$ cat config.mk
export PLATFORM = sky130hd
export DESIGN_NAME = mips_cpu_muldiv
export DESIGN_NICKNAME = d
export VERILOG_FILES = /design/src/rtl/mips_cpu_pkg.sv /design/src/rtl/mips_cpu_muldiv.sv
export SDC_FILE = /design/constraint.sdc
export NUM_CORES = 1
export LEC_CHECK = 0
export CAP_MARGIN = 5
export CORE_MARGIN = 8
export CORE_UTILIZATION = 30
export DETAILED_ROUTE_END_ITERATION = 16
export SETUP_SLACK_MARGIN = 0.02
export SLEW_MARGIN = 20
export SYNTH_ARGS = -nofsm -noshare
export SYNTH_HDL_FRONTEND = slang
export SYNTH_SLANG_ARGS = --single-unit
$ cat constraint.sdc
create_clock -name clk -period 6.5 [get_ports clk]
set_input_delay 1.625 -clock clk [delete_from_list [all_inputs] [get_ports clk]]
set_output_delay 1.625 -clock clk [all_outputs]
set_load 0.01 [all_outputs]
$ cat src/rtl/mips_cpu_pkg.sv
// Shared definitions for the CPU multiply/divide unit: operation encoding,
// controller states and the iteration count of the bit-serial datapath.
package mips_cpu_pkg;

  typedef enum logic [1:0] {
    OP_MULT  = 2'b00,
    OP_MULTU = 2'b01,
    OP_DIV   = 2'b10,
    OP_DIVU  = 2'b11
  } muldiv_op_t;

  typedef enum logic [1:0] {
    IDLE = 2'b00,
    RUN  = 2'b01,
    FIX  = 2'b10
  } muldiv_state_t;

  localparam int MULDIV_ITERATIONS = 32;
  localparam logic [4:0] MULDIV_LAST_ITER = 5'(MULDIV_ITERATIONS - 1);

endpackage

$ cat src/rtl/mips_cpu_muldiv.sv
// Iterative HI/LO multiply/divide unit. Signed operations run on operand
// magnitudes and the result signs are restored in FIX. FIX takes two cycles:
// the first applies the sign correction to the partial register, and the
// second commits it to HI/LO while pulsing done.
// Multiply and divide share one 64-bit partial register and one 33-bit adder.
module mips_cpu_muldiv
  import mips_cpu_pkg::*;
(
  input  logic        clk,
  input  logic        reset,
  input  logic        start,
  input  logic [1:0]  op,
  input  logic [31:0] a,
  input  logic [31:0] b,
  input  logic        mthi,
  input  logic        mtlo,
  input  logic [31:0] mt_data,
  output logic        busy,
  output logic        done,
  output logic [31:0] hi,
  output logic [31:0] lo
);

  muldiv_state_t state, state_next;
  muldiv_op_t    op_q;
  logic [4:0]    iter;
  logic          fix_step;
  logic [63:0]   acc;
  logic [31:0]   operand_b;
  logic          neg_diff;
  logic          neg_a;
  logic          b_zero;

  muldiv_op_t    op_in;
  logic          in_signed;
  logic          in_a_neg;
  logic          in_b_neg;
  logic [31:0]   in_a_mag;
  logic [31:0]   in_b_mag;

  logic          is_div;
  logic [32:0]   add_a;
  logic [32:0]   add_b;
  logic [33:0]   add_sum;
  logic [63:0]   step_acc;
  logic [63:0]   fix_acc;
  logic [31:0]   fix_quot;
  logic [31:0]   fix_rem;

  assign op_in     = muldiv_op_t'(op);
  assign in_signed = (op_in == OP_MULT) || (op_in == OP_DIV);
  assign in_a_neg  = in_signed & a[31];
  assign in_b_neg  = in_signed & b[31];
  assign in_a_mag  = in_a_neg ? (~a + 32'd1) : a;
  assign in_b_mag  = in_b_neg ? (~b + 32'd1) : b;

  // Shared adder: add multiplicand for multiply; subtract divisor for divide,
  // where the carry out means the shifted remainder was >= divisor.
  assign is_div  = (op_q == OP_DIV) || (op_q == OP_DIVU);
  assign add_a   = is_div ? acc[63:31] : {1'b0, acc[63:32]};
  assign add_b   = is_div ? ~{1'b0, operand_b} : {1'b0, operand_b};
  assign add_sum = {1'b0, add_a} + {1'b0, add_b} + {33'd0, is_div};

  // One iteration: shift-add multiply step or restoring divide step.
  always_comb begin
    step_acc = acc;
    if (is_div) begin
      if (add_sum[33]) step_acc = {add_sum[31:0], acc[30:0], 1'b1};
      else             step_acc = {acc[62:0], 1'b0};
    end else begin
      if (acc[0]) step_acc = {add_sum[32:0], acc[31:1]};
      else        step_acc = {1'b0, acc[63:1]};
    end
  end

  // Sign restoration; a zero divisor forces an all-ones quotient.
  always_comb begin
    fix_quot = acc[31:0];
    fix_rem  = acc[63:32];
    fix_acc  = acc;
    if (is_div) begin
      if (b_zero)        fix_quot = '1;
      else if (neg_diff) fix_quot = ~acc[31:0] + 32'd1;
      if (neg_a)         fix_rem  = ~acc[63:32] + 32'd1;
      fix_acc = {fix_rem, fix_quot};
    end else if (neg_diff) begin
      fix_acc = ~acc + 64'd1;
    end
  end

  // Controller next-state and busy decode.
  always_comb begin
    state_next = state;
    busy       = (state != IDLE);
    case (state)
      IDLE:    if (start) state_next = RUN;
      RUN:     if (iter == MULDIV_LAST_ITER) state_next = FIX;
      FIX:     if (fix_step) state_next = IDLE;
      default: state_next = IDLE;
    endcase
  end

  // Controller state register.
  always_ff @(posedge clk or posedge reset) begin
    if (reset) state <= IDLE;
    else       state <= state_next;
  end

  // Operand capture, iteration, sign fix-up and HI/LO writes.
  always_ff @(posedge clk or posedge reset) begin
    if (reset) begin
      op_q      <= OP_MULT;
      iter      <= 5'd0;
      fix_step  <= 1'b0;
      acc       <= 64'd0;
      operand_b <= 32'd0;
      neg_diff  <= 1'b0;
      neg_a     <= 1'b0;
      b_zero    <= 1'b0;
      done      <= 1'b0;
      hi        <= 32'd0;
      lo        <= 32'd0;
    end else begin
      done <= 1'b0;
      case (state)
        IDLE: begin
          if (start) begin
            op_q      <= op_in;
            acc       <= {32'd0, in_a_mag};
            operand_b <= in_b_mag;
            neg_diff  <= in_a_neg ^ in_b_neg;
            neg_a     <= in_a_neg;
            b_zero    <= (b == 32'd0);
            iter      <= 5'd0;
            fix_step  <= 1'b0;
          end else begin
            if (mthi) hi <= mt_data;
            if (mtlo) lo <= mt_data;
          end
        end
        RUN: begin
          acc  <= step_acc;
          iter <= iter + 5'd1;
        end
        FIX: begin
          if (!fix_step) begin
            acc      <= fix_acc;
            fix_step <= 1'b1;
          end else begin
            hi       <= acc[63:32];
            lo       <= acc[31:0];
            done     <= 1'b1;
            fix_step <= 1'b0;
          end
        end
        default: ;
      endcase
    end
  end

endmodule

== After elaboration in Yosys (flattened, before gate mapping) ==
Index checks and enable logic that the tools add are counted.

* Mux-type cells: 34
* Add/sub/neg operators: 8
* Reduce and logical (&&, ||, !) cells: 17
* Eq/ne operators: 16
* Bitwise operators: 9

{| class="wikitable"
|+ Operators by type and width
! operator !! count
|-
| 64-bit two-way mux || 7
|-
| 32-bit two-way mux || 11
|-
| 64-bit case mux with 3 select lines || 1
|-
| 32-bit by 1-bit adder with 32-bit output, second input constant || 4
|-
| 32-bit NOT || 4
|-
| 32-bit case mux with 2 select lines || 2
|-
| 33-bit two-way mux || 2
|-
| 64-bit by 1-bit adder with 64-bit output, second input constant || 1
|-
| 64-bit NOT || 1
|-
| 33-bit by 33-bit adder with 34-bit output || 1
|-
| 34-bit by 1-bit adder with 34-bit output || 1
|-
| 32-bit NOT with 33-bit output || 1
|-
| 32-bit zero test || 1
|-
| 2-bit inequality test, second input constant || 7
|-
| 5-bit case mux with 2 select lines || 1
|-
| 5-bit AND reduction || 2
|-
| 3-bit inequality test, second input constant || 3
|-
| 2-bit equality test, second input constant || 4
|-
| 4-bit AND reduction || 2
|-
| 2-bit two-way mux || 3
|-
| 2-bit case mux with 3 select lines || 1
|-
| 2-bit AND reduction || 3
|-
| 2-bit nonzero test || 3
|-
| 5-bit by 1-bit adder with 5-bit output, second input constant || 1
|-
| other kinds (11) || 17
|}

* Word-level logic and storage cells: 97
* Bits in registers: 174
* Bits of input ports: 103
* Output and inout bits: 66

== Longest topological paths before layout ==
Gate-level depths: netlist (run 1).

* Depth in word-level cells: 8
* Gate-level depth with buffers: 19
* Mapped depth without buffers: 12

== Worst setup path before layout (run 1) ==
OpenSTA, ideal clock, no wires.

* Path kind: register to register
* Start point: register op_q[1]
* End point: register acc[57]
* Period minus slack after synthesis: 4.574 ns
* Required time: 6.358 ns
* Setup slack: 1.926 ns
* Library setup time: 0.142 ns
* Cell stages (with the launch flop): 18
* Path buffers: 6
* Arrival time: 4.432 ns
* Cell sequence: dfrtp_1 > clkbuf_8 > clkbuf_1 > clkbuf_1 > buf_1 > clkbuf_1 > xor2_1 > ha_1 > a21oi_1 > o31ai_4 > a31oi_1 > o31ai_1 > a41o_1 > a21oi_2 > buf_2 > nor2_1 > a2111oi_0 > o21ai_0

* Cells in the longest elaborated chain, start to end: 8
* Elaborated cells on any way between the ends: 16
* Classes of those cells: 2 x add/sub; 4 x eq/ne; 8 x mux; 2 x reduce/logical

{| class="wikitable"
|+ Ends and longest elaborated chain
! element !! RTL line !! text
|-
| start, declared || mips_cpu_muldiv.sv:25 || <nowiki>muldiv_op_t op_q;</nowiki>
|-
| start signal, assigned || mips_cpu_muldiv.sv:128 || <nowiki>op_q <= op_in;</nowiki>
|-
| 2-bit equality test || mips_cpu_muldiv.sv:59 || <nowiki>assign is_div = (op_q == OP_DIV) || (op_q == OP_DIVU);</nowiki>
|-
| 1-bit logical OR * || mips_cpu_muldiv.sv:59 ||
|-
| 33-bit two-way mux, on equally long branches || mips_cpu_muldiv.sv:60, mips_cpu_muldiv.sv:61 ||
|-
| 33-bit by 33-bit adder with 34-bit output || mips_cpu_muldiv.sv:62 || <nowiki>assign add_sum = {1'b0, add_a} + {1'b0, add_b} + {33'd0, is_div};</nowiki>
|-
| 34-bit by 1-bit adder with 34-bit output || mips_cpu_muldiv.sv:62 ||
|-
| 64-bit two-way mux, on equally long branches || mips_cpu_muldiv.sv:71, mips_cpu_muldiv.sv:68 ||
|-
| 64-bit two-way mux || mips_cpu_muldiv.sv:67 || <nowiki>if (is_div) begin</nowiki>
|-
| 64-bit case mux with 3 select lines || mips_cpu_muldiv.sv:125 || <nowiki>case (state)</nowiki>
|-
| end signal, assigned || mips_cpu_muldiv.sv:129 || <nowiki>acc <= {32'd0, in_a_mag};</nowiki>
|-
| end signal, assigned || mips_cpu_muldiv.sv:142 || <nowiki>acc <= step_acc;</nowiki>
|-
| end signal, assigned || mips_cpu_muldiv.sv:147 || <nowiki>acc <= fix_acc;</nowiki>
|-
| end, declared || mips_cpu_muldiv.sv:28 || <nowiki>logic [63:0] acc;</nowiki>
|}

Every way passes the cells marked *; elsewhere a longest branch is shown, timed or not. The select of a mux whose other input is x is not followed.
A chain may end at the register's enable or synchronous reset.

== Worst setup path in the final report (run 1) ==
* Start point: register op_q[1]
* End point: register acc[42]

Same word-level chain as after synthesis.

==> results of run 1 <==
==> power by group through the flow <==
| stage | combinational, uW | sequential (uW) | clock (uW) |
|---|---|---|---|
| floorplan | 4520 | 1960 | 0 |
| global placement | 5960 | 2270 | 0 |
| detailed placement | 6040 | 2290 | 0 |
| CTS | 6060 | 2270 | 1100 |
| global route | 6750 | 2360 | 1140 |
| finish | 6110 | 2290 | 1080 |
==> synth_stat cells, types with 25 or more instances <==
cell type | number | area (um2)
o21ai_0 | 170 | 851
o31ai_1 | 26 | 195
xor2_1 | 82 | 718
clkbuf_1 | 107 | 402
nand2_1 | 177 | 664
dfrtp_1 | 173 | 4330
a21oi_1 | 242 | 1210
ha_1 | 41 | 513
nor3_1 | 55 | 275
mux2i_1 | 29 | 290
nor2_1 | 167 | 627
mux2_2 | 65 | 732
inv_1 | 25 | 93.8
nor2b_1 | 42 | 263
xnor2_1 | 51 | 447
==> metal layers <==
| metal | global-route usage [%] | vias to the layer above | wire length (um) |
|---|---|---|---|
| li1 | - | 6583 | - |
| met1 | 25.7 | 6492 | 23700 |
| met2 | 26.4 | 471 | 21300 |
| met3 | 3.21 | 42 | 3540 |
| met4 | 4.25 | 2 | 674 |
| met5 | 0 | - | 9 |
==> state kept, by name, indices dropped and copies added (netlist names), 2 cells and up <==
register / count
iter: 5
hi: 32
state: 2
lo: 32
operand_b: 32
acc: 64
==> cell families (layout without fill, tap and decap cells) <==
group	Yosys count	after routing	share of synthesized area [%]
buf+inv	165	248	5.22
xor+xnor	133	133	8.19
fa+ha+maj	42	42	3.75
simple gates	589	589	20.4
flops	173	173	30.4
compound gates	594	594	24.8
mux	94	94	7.19
==> per-stage QoR <==
step | hold WS (ps) | cell area (um2) | utilization [%] | setup slack [ps]
floorplan | 450 | 14200 | - | 187
global placement | 471 | 16200 | 34.4 | 1630
detailed placement | 485 | 16200 | 34.4 | 1580
CTS | 501 | 16800 | 35.7 | 1530
global route | 511 | 16800 | 35.7 | 1010
finish | 494 | 16800 | 35.7 | 1420
==> worst min-delay path, stage by stage (launching register included) <==
cell and delay [ps]:
dfrtp_1 350, nand2_1 50, o21ai_0 60
==> area by class of cell <==
type                            instances  area (um2)  area share [%]
Multi-Input combinational cell       1452        9200            54.6
Timing Repair Buffer                  188        1830            10.9
Inverter                               28         110           0.654
Clock buffer                           18         439            2.61
Tap cell                              615         769            4.57
Clock inverter                         14         166           0.988
Sequential cell                       173        4330            25.7
==> final timing paths <==
kind / slack [ps] / end / startpoint
setup reg to reg: 1420 / acc[42] / op_q[1]
setup / recovery: 1420 / acc[42] / op_q[1]
hold / removal: 490 / neg_a / neg_a
max in group asynchronous: 3570 / acc[62] / reset
min in group asynchronous: 1700 / hi[25] / reset
hold reg to reg: 490 / neg_a / neg_a
==> results.tsv, run 1 <==
metric	value	unit
number of flip-flops and latches in the synthesized netlist	173	
Starting DRT DRC Count	1294	
CP Cell Sequence	buf_4 > mux2_2 > ha_1 > a21oi_1 > o21ai_0 > nor2b_1 > a41o_1 > a21o_1 > buf_4 > mux2_2 > o21ai_0 > o311ai_0	
fraction of layout instances using a drive strength above 1	8.65	%
RSZ-0062 raised after global routing	no	
final critical-path share of the clock period	78.1	%
largest fanout on the critical path	69	
Fin. Hold Viols	0	
number of fillers in the final layout	4949	
worst slew slack as a fraction of its limit	34.0	%
share of synthesized registers carrying an async set or reset	100	%
sequential fraction of the synthesis area	30.4	%
CP delay by family, top	compound AO/OA/AOI/OAI gates	
final critical delay including setup and external delays	5080	ps
Max IR drop VDD	304	uV
number of enable flip-flop cells after synthesis	0	
depth of the CTS H-tree	4	
total half-perimeter wirelength after legalization and detailed placement	37300	um
Routability Congestion	0.876	
maximum buffer depth of the clock tree	2	
port bufs	168	
Die Y	234	um
root cell of the clock tree	clkbuf_16	
combinational power share	64.5	%
worst-case reg-to-reg path depth	12	
Resized Gates After CTS	0	
power share of the sequential group	24.2	%
placeable core area	0.0472	mm2
Slew Limit Fails	0	
DIE AREA	0.0546	mm2
setup total negative slack	0	ps
Syn-to-layout area delta	18.4	%
kind of start point of the critical path	flop	
CP endpoint kind	flop	
max-cap violations	0	
mean area per synthesized cell	7.95	um2
most used cells in the layout excluding fill and tap cells	a21oi_1, nand2_1, dfrtp_1	
outcome	complete, no violations	
Chip Width	234	um
number of buffers added by the clock tree synthesis step	17	
Cells after DPL	2456	
first-pass GRT wire length	75900	um
clock latency reported for the late side of the worst-skew pair	440	ps
most common library cell in the layout ignoring fill and taps	a21oi_1	
slew at the pin closest to its max-slew limit	988	ps
critical path data arrival time	5350	ps
Gate Count Post-Synth	1790	
number of nets produced by synthesis	1935	
maximum number of pins on one net before global-route repair	100	
number of top-level pins	169	
CTS Sinks	173	
average vias per placed instance	5.46	
routed length per placed instance	19.8	um
DRC violation count after routing	0	
initial antenna violation count	1	
final cell count without fillers	2488	
Critical-path top delay cell	dfrtp_4	
vias in the first global route	12855	
yosys synthesis warning count	0	
post-CTS setup-driven buffer insertion count	0	
largest stage delay on the critical path	1000	ps
DRT antenna net count	0	
internal power consumption	4640	uW
relative contribution of the clock network to total power	11.4	%
Post-CTS Hold Buffers	0	
1st-pass router iterations	5	
vias post-DR	13590	
worst clock skew	12.4	ps
global-route usage over all layers	17.6	%
CTS tree	yes	
Peak Freq	197	MHz
final global-route overflow total	0	
# rows	80	
worst endpoint required time	6770	ps
Stages on worst setup path	12	
dominant synthesized flop cell	dfrtp_1	
Final setup viols	0	
power dissipated by switching net loads	4840	uW
switching part of the total	51.1	%
worst hold path depth	2	
synthesized cell area	0.0142	mm2
Leakage Power	0.00675	uW
number of distinct library cells after synthesis	91	
CP Class	flop to flop	
net count reported at finish	2005	
Routed Wire Length	49200	um
Clk pin slew, worst setup/hold paths	70	ps
CP Buf/Inv Count	2	
Pwr Total	9480	uW
effective utilization at floorplan	30.1	%
Tightest Hold Check Type	flop to flop	
Power Density	563	mW/mm2
number of antenna cells inserted	0	
Power figures use the tool's default switching activity.
==> run 2: changes to the inputs <==
clock period = 4.9 ns   (was 6.5 ns; I/O delays follow)
==> run 2 against run 1 <==
  * Non-clock buffer count rose by 19
  * First-iteration DRC count rose by 14%
  * Global-route usage barely moved
  * Core utilization rose by 0.33 points
  * Clock skew barely moved
==> results.tsv, run 2 (synthesized netlist as in run 1, its figures left out) <==
metric	value	unit	change
outcome	complete, no violations		unchanged
first-pass GRT wire length	75800	um	was 75900 um
largest stage delay on the critical path	730	ps	was 1000 ps
Max IR drop VDD	312	uV	was 304 uV
port bufs	168		unchanged
maximum number of pins on one net before global-route repair	113		was 100
worst hold path depth	2		unchanged
largest register by flop count	acc		unchanged
Die Y	234	um	unchanged
worst-case reg-to-reg path depth	12		unchanged
destination of the worst register-to-register timing path	acc[42]		unchanged
CTS Sinks	173		unchanged
kind of start point of the critical path	flop		unchanged
max-cap violations	0		unchanged
post-CTS setup-driven buffer insertion count	0		unchanged
DRT antenna net count	0		unchanged
final critical-path share of the clock period	92.5	%	was 78.1%
CP endpoint kind	flop		unchanged
number of top-level pins	169		unchanged
CTS tree	yes		unchanged
worst endpoint required time	5190	ps	was 6770 ps
total half-perimeter wirelength after legalization and detailed placement	37900	um	was 37300 um
initial antenna violation count	1		unchanged
Fin. Hold Viols	0		unchanged
Routability Congestion	0.900		was 0.876
Leakage Power	0.00683	uW	was 0.00675 uW
Routed Wire Length	49200	um	about the same
CP Class	flop to flop		unchanged
# rows	80		unchanged
global-route usage over all layers	17.5	%	was 17.6%
RSZ-0062 raised after global routing	no		unchanged
maximum buffer depth of the clock tree	2		unchanged
CP Buf/Inv Count	1		was 2
Chip Width	234	um	unchanged
Reg2Reg Setup Slack	370	ps	was 1420 ps
CP delay by family, top	compound AO/OA/AOI/OAI gates		unchanged
worst hold start	operand_b[24]		was neg_a
Slew Limit Fails	0		unchanged
worst clock skew	12.1	ps	was 12.4 ps
end point of the most critical hold path	operand_b[24]		was neg_a
Starting DRT DRC Count	1479		was 1294
DIE AREA	0.0546	mm2	unchanged
pre-CTS WS	454	ps	was 1580 ps
number of buffers added by the clock tree synthesis step	17		unchanged
DRC violation count after routing	0		unchanged
max FFs per register	64		unchanged
Final setup viols	0		unchanged
clock latency reported for the late side of the worst-skew pair	450	ps	was 440 ps
cell occurring most often along the worst timing path	mux2_2		
setup total negative slack	0	ps	unchanged
worst path setup slack after routing	367	ps	was 1420 ps
Post-CTS Hold Buffers	0		unchanged
Resized Gates After CTS	0		unchanged
number of antenna cells inserted	0		unchanged
worst slew slack as a fraction of its limit	39.0	%	was 34.0%
reg-to-reg startpoint	op_q[1]		unchanged
vias post-DR	13750		was 13590
critical path data arrival time	4820	ps	was 5350 ps
depth of the CTS H-tree	4		unchanged
routed length per placed instance	19.6	um	was 19.8 um
most common library cell in the layout ignoring fill and taps	a21oi_1		unchanged
Peak Freq	221	MHz	was 197 MHz
CP Cell Sequence	mux2_2 > ha_1 > a21oi_1 > nor3_1 > a2111oi_0 > o31ai_1 > a41o_1 > a21o_1 > buf_12 > mux2_2 > o21ai_0 > o311ai_0		was buf_4 > mux2_2 > ha_1 > a21oi_1 > o21ai_0 > nor2b_1 > a41o_1 > a21o_1 > buf_4 > mux2_2 > o21ai_0 > o311ai_0
Tightest Hold Check Type	flop to flop		unchanged
final worst hold slack	499	ps	was 494 ps
end-of-flow core utilization	36.0	%	was 35.7%
Critical-path top delay cell	dfrtp_4		unchanged
net count reported at finish	2024		was 2005
vias in the first global route	12666		was 12855
fraction of layout instances using a drive strength above 1	9.51	%	was 8.65%
effective utilization at floorplan	30.1	%	unchanged
Power Density	744	mW/mm2	was 563 mW/mm2
slew at the pin closest to its max-slew limit	915	ps	was 988 ps
largest fanout on the critical path	39		was 69
final critical delay including setup and external delays	4530	ps	was 5080 ps
Clk pin slew, worst setup/hold paths	70	ps	about the same
final global-route overflow total	0		unchanged
Syn-to-layout area delta	19.5	%	was 18.4%
average vias per placed instance	5.48		was 5.46
placeable core area	0.0472	mm2	unchanged
most used cells in the layout excluding fill and tap cells	a21oi_1, nand2_1, dfrtp_1		unchanged
root cell of the clock tree	clkbuf_16		unchanged
1st-pass router iterations	5		unchanged
run 2: per-layer routing:
metal / global-route usage [%] / vias to the layer above / share of wire, %
met4: 3.83 / 0 / 1.5
met3: 2.41 / 45 / 6.2
li1: - / 6607 / -
met2: 26.2 / 550 / 43
met5: 0 / - / 0
met1: 26.3 / 6548 / 49
run 2: layout make-up:
| type | instances | area [um2] |
|---|---|---|
| fillers | 4912 | 30200 |
| clock buffers | 18 | 439 |
| repair buffers | 207 | 2010 |
| clock inverters | 14 | 145 |
| inverters | 28 | 109 |
| well taps | 615 | 769 |
| flip-flops and latches | 173 | 4330 |
| multi-input cells | 1452 | 9190 |
run 2: report_power, final:
part	leakage, uW	total (uW)	switching (uW)	internal [uW]
sequential	0.00211	2990	903	2080
clock	0.000275	1380	689	694
combinational	0.00445	8270	4870	3410
run 2: stage by stage:
| stage | area [um2] | power, uW | instances |
|---|---|---|---|
| final | 17000 | 12600 | 2507 |
| after floorplan | 14200 | 8600 | 1790 |
| after global placement | 16400 | 11000 | 2475 |
| after global routing | 17000 | 13700 | 2507 |
| after CTS | 17000 | 12600 | 2507 |
| after detailed placement | 16400 | 11200 | 2475 |
run 2: tightest hold or removal path: cells and delay by family, from the launching register on:
family	cells	cell delay, ps
AOI/OAI and AO/OA	1	60
DFF	1	360
and+or+nand+nor	1	50
run 2: worst max-delay path by stage:
stage | from | to | slack, ps | depth (start not counted)
after floorplan | op_q[1] | acc[57] | 330 | 17
after global placement | a[3] | acc[28] | 510 | 10
after detailed placement | a[3] | acc[28] | 450 | 10
after CTS | op_q[1] | acc[42] | 590 | 12
after global routing | op_q[1] | acc[42] | 210 | 13
final | op_q[1] | acc[42] | 370 | 12
